--- config.mk ---
export PLATFORM = sky130hd
export DESIGN_NAME = iter_divider
export DESIGN_NICKNAME = d
export VERILOG_FILES = /design/src/rtl/iter_divider.sv
export SDC_FILE = /design/constraint.sdc
export NUM_CORES = 1
export LEC_CHECK = 0
export CORE_MARGIN = 5
export CORE_UTILIZATION = 51
export CTS_CLUSTER_DIAMETER = 200
export DETAILED_ROUTE_END_ITERATION = 10
export HOLD_SLACK_MARGIN = 0.12
export PLACE_DENSITY_LB_ADDON = 0.05
export SLEW_MARGIN = 5
export SYNTH_ARGS = -nofsm -noshare
export SYNTH_HDL_FRONTEND = slang
export SYNTH_SLANG_ARGS = --single-unit
--- constraint.sdc ---
create_clock -name clk -period 3.4 [get_ports clk]
set_input_delay 0.51 -clock clk [delete_from_list [all_inputs] [get_ports clk]]
set_output_delay 0.51 -clock clk [all_outputs]
set_load 0.005 [all_outputs]
--- src/rtl/iter_divider.sv ---
// Restoring iterative divider: one conditional subtract per clock, signed or unsigned,
// with add/sub-style status flags (zf, sf, ovf) plus divide-by-zero.
module iter_divider #(
   parameter int unsigned WIDTH = 32
) (
   input  logic             clk,
   input  logic             rst_n,
   input  logic             start,
   input  logic             signed_op,
   input  logic [WIDTH-1:0] a,
   input  logic [WIDTH-1:0] b,
   output logic [WIDTH-1:0] quotient,
   output logic [WIDTH-1:0] remainder,
   output logic             busy,
   output logic             done,
   output logic             dz,
   output logic             ovf,
   output logic             zf,
   output logic             sf
);

   localparam int unsigned CntW = $clog2(WIDTH);

   typedef enum logic [1:0] {StIdle, StCalc, StFix} state_e;

   state_e           state_q, state_d;
   logic [WIDTH-1:0] dvd_q, dvd_d;
   logic [WIDTH-1:0] div_q, div_d;
   logic [WIDTH-1:0] rem_q, rem_d;
   logic [CntW-1:0]  cnt_q, cnt_d;
   logic             q_neg_q, q_neg_d;
   logic             r_neg_q, r_neg_d;
   logic             dz_pend_q, dz_pend_d;
   logic             ovf_pend_q, ovf_pend_d;
   logic             done_q, done_d;
   logic [WIDTH-1:0] quotient_q, quotient_d;
   logic [WIDTH-1:0] remainder_q, remainder_d;
   logic             dz_q, dz_d;
   logic             ovf_q, ovf_d;
   logic             zf_q, zf_d;
   logic             sf_q, sf_d;

   logic             a_neg, b_neg;
   logic [WIDTH-1:0] a_mag, b_mag;
   logic [WIDTH-1:0] most_neg;
   logic             is_dz, is_ovf, last_iter;
   logic [WIDTH:0]   rem_sh, trial;
   logic             q_bit;
   logic [WIDTH-1:0] q_fix, r_fix;

   assign most_neg  = {1'b1, {(WIDTH - 1){1'b0}}};
   assign a_neg     = signed_op & a[WIDTH-1];
   assign b_neg     = signed_op & b[WIDTH-1];
   assign a_mag     = a_neg ? (~a + WIDTH'(1)) : a;
   assign b_mag     = b_neg ? (~b + WIDTH'(1)) : b;
   assign is_dz     = (b == '0);
   assign is_ovf    = signed_op && (a == most_neg) && (b == '1);
   assign last_iter = (cnt_q == CntW'(WIDTH - 1));

   // Trial subtract in WIDTH+1 bits; the top bit is the sign of the difference.
   assign rem_sh = {rem_q, dvd_q[WIDTH-1]};
   assign trial  = rem_sh - {1'b0, div_q};
   assign q_bit  = ~trial[WIDTH];

   // Final result selection; the fast paths park the raw dividend in dvd_q.
   always_comb begin
      q_fix = q_neg_q ? (~dvd_q + WIDTH'(1)) : dvd_q;
      r_fix = r_neg_q ? (~rem_q + WIDTH'(1)) : rem_q;
      if (dz_pend_q) begin
         q_fix = '1;
         r_fix = dvd_q;
      end else if (ovf_pend_q) begin
         q_fix = dvd_q;
         r_fix = '0;
      end
   end

   // State register and datapath flops
   always_ff @(posedge clk) begin
      if (!rst_n) begin
         state_q     <= StIdle;
         dvd_q       <= '0;
         div_q       <= '0;
         rem_q       <= '0;
         cnt_q       <= '0;
         q_neg_q     <= 1'b0;
         r_neg_q     <= 1'b0;
         dz_pend_q   <= 1'b0;
         ovf_pend_q  <= 1'b0;
         done_q      <= 1'b0;
         quotient_q  <= '0;
         remainder_q <= '0;
         dz_q        <= 1'b0;
         ovf_q       <= 1'b0;
         zf_q        <= 1'b0;
         sf_q        <= 1'b0;
      end else begin
         state_q     <= state_d;
         dvd_q       <= dvd_d;
         div_q       <= div_d;
         rem_q       <= rem_d;
         cnt_q       <= cnt_d;
         q_neg_q     <= q_neg_d;
         r_neg_q     <= r_neg_d;
         dz_pend_q   <= dz_pend_d;
         ovf_pend_q  <= ovf_pend_d;
         done_q      <= done_d;
         quotient_q  <= quotient_d;
         remainder_q <= remainder_d;
         dz_q        <= dz_d;
         ovf_q       <= ovf_d;
         zf_q        <= zf_d;
         sf_q        <= sf_d;
      end
   end

   // Next-state logic
   always_comb begin
      state_d = state_q;
      unique case (state_q)
         StIdle: begin
            if (start) begin
               state_d = (is_dz || is_ovf) ? StFix : StCalc;
            end
         end
         StCalc: begin
            if (last_iter) begin
               state_d = StFix;
            end
         end
         StFix:   state_d = StIdle;
         default: state_d = StIdle;
      endcase
   end

   // Datapath and result register next values
   always_comb begin
      dvd_d       = dvd_q;
      div_d       = div_q;
      rem_d       = rem_q;
      cnt_d       = cnt_q;
      q_neg_d     = q_neg_q;
      r_neg_d     = r_neg_q;
      dz_pend_d   = dz_pend_q;
      ovf_pend_d  = ovf_pend_q;
      done_d      = (state_q == StFix);
      quotient_d  = quotient_q;
      remainder_d = remainder_q;
      dz_d        = dz_q;
      ovf_d       = ovf_q;
      zf_d        = zf_q;
      sf_d        = sf_q;
      unique case (state_q)
         StIdle: begin
            if (start) begin
               dvd_d      = (is_dz || is_ovf) ? a : a_mag;
               div_d      = b_mag;
               rem_d      = '0;
               cnt_d      = '0;
               q_neg_d    = a_neg ^ b_neg;
               r_neg_d    = a_neg;
               dz_pend_d  = is_dz;
               ovf_pend_d = is_ovf && !is_dz;
            end
         end
         StCalc: begin
            rem_d = q_bit ? trial[WIDTH-1:0] : rem_sh[WIDTH-1:0];
            dvd_d = {dvd_q[WIDTH-2:0], q_bit};
            cnt_d = cnt_q + CntW'(1);
         end
         StFix: begin
            quotient_d  = q_fix;
            remainder_d = r_fix;
            dz_d        = dz_pend_q;
            ovf_d       = ovf_pend_q;
            zf_d        = (q_fix == '0);
            sf_d        = q_fix[WIDTH-1];
         end
         default: ;
      endcase
   end

   // Outputs
   always_comb begin
      busy      = (state_q != StIdle);
      done      = done_q;
      quotient  = quotient_q;
      remainder = remainder_q;
      dz        = dz_q;
      ovf       = ovf_q;
      zf        = zf_q;
      sf        = sf_q;
   end

endmodule
==> out/results.md <==
- finished, final reports clean — run status
- 0 — endpoints failing hold
- 159 um — die width
- 0 — number of antenna violations at the first check in global routing
- 0.00350 mm^2 — register cell area after layout
- 101 — maximum number of pins on one net before global-route repair
- 54 — number of rows created at floorplan
- sky130_fd_sc_hd__dfxtp_1 — most common cell after layout, fill and taps aside
- register — startpoint types
- 137 — Port Buf Inserts
- 0.0253 mm^2 — die footprint
- 1882 — Placed Instances
- 0 — DRC violations left
- 10.8% — fraction of final layout cells sized beyond drive strength 1
- 31.0% — proportion of netlist area held by the largest area contributor
- 51.9% — effective utilization at floorplan
- 24.9% — layout overhead on the synthesized area
- 0 — setup-violating endpoint count in the final report
- 3.55 ns — worst endpoint data arrival time
- 138 — I/O pin count
- 0.0135 mm^2 — placement-stage cell area
- 4 — H-tree depth reported by CTS
- 0 — max-slew violation count
- 3.27 ns — final period demand of the worst path
- built — CTS tree
- div_q[25] — launching point of the worst reg2reg path
- 0 — Routed Antenna Nets
- 1999 — fill count
- 0 — aggregate global routing overflow
- 392 mW/mm^2 — Power Density
- 7.78 um^2 — mean area per synthesized cell
- 35600 um — final routed wirelength across all metal layers
- 0% — async set or reset register ratio after synthesis
- 0.456 ns — smallest hold slack
- 0.00564 uW — Pleak
- 0.954 — last weighted congestion value of the routability-driven placer
- 2 — clk buf depth
- 67 — distinct cell type count after synthesis
- 0 — count of synthesis-stage warnings from yosys
- div_q[25] — launch point of the worst path
- 10600 — via count of the first global-routing pass
- register — type of element capturing the critical path
- 0.0113 mm^2 — post-synth design cell area
- sky130_fd_sc_hd__dfxtp_1 — flip-flop cell with the highest count after synthesis
- -0.0296 ns — setup slack after placement
- 0 — EDFF count, synth
- sky130_fd_sc_hd__dfxtp_1, sky130_fd_sc_hd__nand2_1, sky130_fd_sc_hd__clkdlybuf4s50_1 — commonest cells after routing, fill and taps aside
- sky130_fd_sc_hd__dfxtp_1 — cell type with the highest aggregate area in the netlist
- 994 — initial detailed-routing violation count
- 0.000323 V — worst vdd rail ir drop
- 96.2% — Final Cycle Share
- 1.16 ns — Tightest Pin Transition
- 18.6 um — average wire per standard cell
- 175 — TritonCTS Sinks
- 0.0141 mm^2 — Post-Layout Inst Area
- 1915 — non-filler instance count after layout
- 8 — number of search-and-repair iterations in the first detailed-routing pass
- 22.5% — Max-Slew Margin vs Limit
- 0 — max-cap check violation count
- 1731 — number of nets at the end of the flow
- 0.00732 mm^2 — total area of multi-input combinational cells
- 27100 um — DPL Wire Length
- 0.0218 mm^2 — area of the core
- 56900 um — wire length of the first global-routing pass
- sky130_fd_sc_hd__clkbuf_16 — clock tree root buffer cell
- 0.0109 ns — final worst clock skew
- register to register — type of the setup path with the least slack
- 1563 — post-synth net total
- 17 — CTS Buf Count
- 0.44 ns — clock insertion delay at the later pin of the skew report
- 3.68 ns — WP data required
- register to register — class of the most critical hold timing path
- 175 — number of register bits inferred by synthesis
- 27.0% — global-route usage over all layers
- 11600 — total via count in the routed design
- 1455 — Syn Inst Count
- 306 MHz — Max Freq
- 6.05 — routed vias/inst
- 0 — number of antenna repair diodes
- 8 — CP max FO
- 2 — number of stages on the worst hold path
- 31.0% — Seq/Total Area, Yosys
- 159 um — vertical die dimension
- 0.129 ns — fin worst setup slack
- sky130_fd_sc_hd__dfxtp_1, sky130_fd_sc_hd__xor2_1, sky130_fd_sc_hd__nand2_1, sky130_fd_sc_hd__o21ai_0, sky130_fd_sc_hd__a21oi_1 — largest cells by area after synthesis
- 0.07 ns — clock transition at the registers of the reported paths
- ovf — Worst Hold Launch
- 13 — length in cells of the worst reg-to-reg path
## what timing repair did
action / CTS / global route
pin swaps: 0 / 3
gates resized for setup: 1 / 13
buffers inserted: 0 / 2
setup endpoints to repair: 11 / 37
hold buffers: 0 / 0
## worst max-delay path: stages (launching register included)
cell and delay [ns]:
sky130_fd_sc_hd__dfxtp_1 0.33, sky130_fd_sc_hd__inv_1 0.10, sky130_fd_sc_hd__ha_1 0.38, sky130_fd_sc_hd__a21o_1 0.22, sky130_fd_sc_hd__a21o_1 0.19, sky130_fd_sc_hd__a21oi_2 0.23
sky130_fd_sc_hd__o21ai_0 0.21, sky130_fd_sc_hd__or3b_2 0.51, sky130_fd_sc_hd__mux2i_4 0.19, sky130_fd_sc_hd__nor2_4 0.12, sky130_fd_sc_hd__clkbuf_4 0.20, sky130_fd_sc_hd__buf_4 0.15
sky130_fd_sc_hd__a222oi_1 0.23, sky130_fd_sc_hd__nor2_1 0.06
## routing by layer
metal / vias to the layer above / global-route usage [%] / wire length, um
li1: 5656 / - / -
met1: 5422 / 39.4 / 16500
met2: 446 / 40.0 / 15200
met3: 58 / 6.26 / 3140
met4: 0 / 7.72 / 823
met5: - / 0 / 0
## logic make-up (layout without fill, tap and decap cells)
group	Yosys count	count (layout)	share of synthesized area, %
AND/OR/NAND/NOR	476	476	20.4
buffers and inverters	150	330	5.12
multiplexers	30	30	2.70
flip-flops	175	175	31.0
adder cells (fa/ha/maj)	40	40	4.49
XOR/XNOR	139	139	10.8
AO/OA/AOI/OAI	445	445	25.5
## sequential cells by signal (all words and copies together), names as in the netlist
register,flops
ovf,1
zf,1
ovf_pend_q,1
rem_q,32
state_q,2
remainder,32
dvd_q,32
cnt_q,5
q_neg_q,1
done,1
dz_pend_q,1
r_neg_q,1
dz,1
div_q,32
quotient,32
## path summary, 6_finish.rpt
path	endpoint	slack (ns)
worst max register to register	dvd_q[0]	0.13
worst max-delay path	dvd_q[0]	0.13
worst min register to register	ovf	0.46
worst min-delay path	ovf	0.46
## metrics by stage
| step | setup TNS, ns | power (uW) | utilization (%) |
|---|---|---|---|
| after floorplan | 0 | 3100 | - |
| after global placement | -0.00971 | 3600 | 61.9 |
| after detailed placement | -0.0577 | 3610 | 61.9 |
| after CTS | 0 | 5520 | 64.4 |
| after global routing | -0.00402 | 5790 | 64.8 |
| final | 0 | 5540 | 64.8 |
## cell type report
cell class	count	area share, %
multi-input cells	1130	51.8
flip-flops and latches	175	24.8
repair buffers	244	15.6
clock buffers	19	3.06
well taps	280	2.48
inverters	55	1.46
clock inverters	12	0.903
## synthesized netlist by cell type (23+ instances only)
cell                         n
sky130_fd_sc_hd__nor3_1     31
sky130_fd_sc_hd__nand2_1   147
sky130_fd_sc_hd__o22ai_1    32
sky130_fd_sc_hd__inv_1      55
sky130_fd_sc_hd__a21o_1     24
sky130_fd_sc_hd__clkbuf_1   85
sky130_fd_sc_hd__a211oi_1   46
sky130_fd_sc_hd__o221ai_1   23
sky130_fd_sc_hd__o31ai_1    29
sky130_fd_sc_hd__o21ai_0   107
sky130_fd_sc_hd__dfxtp_1   175
sky130_fd_sc_hd__nor2_1    121
sky130_fd_sc_hd__xnor2_1    55
sky130_fd_sc_hd__a21oi_1   105
sky130_fd_sc_hd__ha_1       39
sky130_fd_sc_hd__and3_1     41
sky130_fd_sc_hd__mux2i_1    26
sky130_fd_sc_hd__xor2_1     84
## power by group
part | switching (uW) | internal (uW) | total [uW] | leakage (uW)
sequential | 94.9 | 2160 | 2250 | 0.00143
clock | 899 | 1030 | 1930 | 0.000270
combinational | 795 | 568 | 1360 | 0.00395
Note: power is estimated with default switching activity, not from simulation.
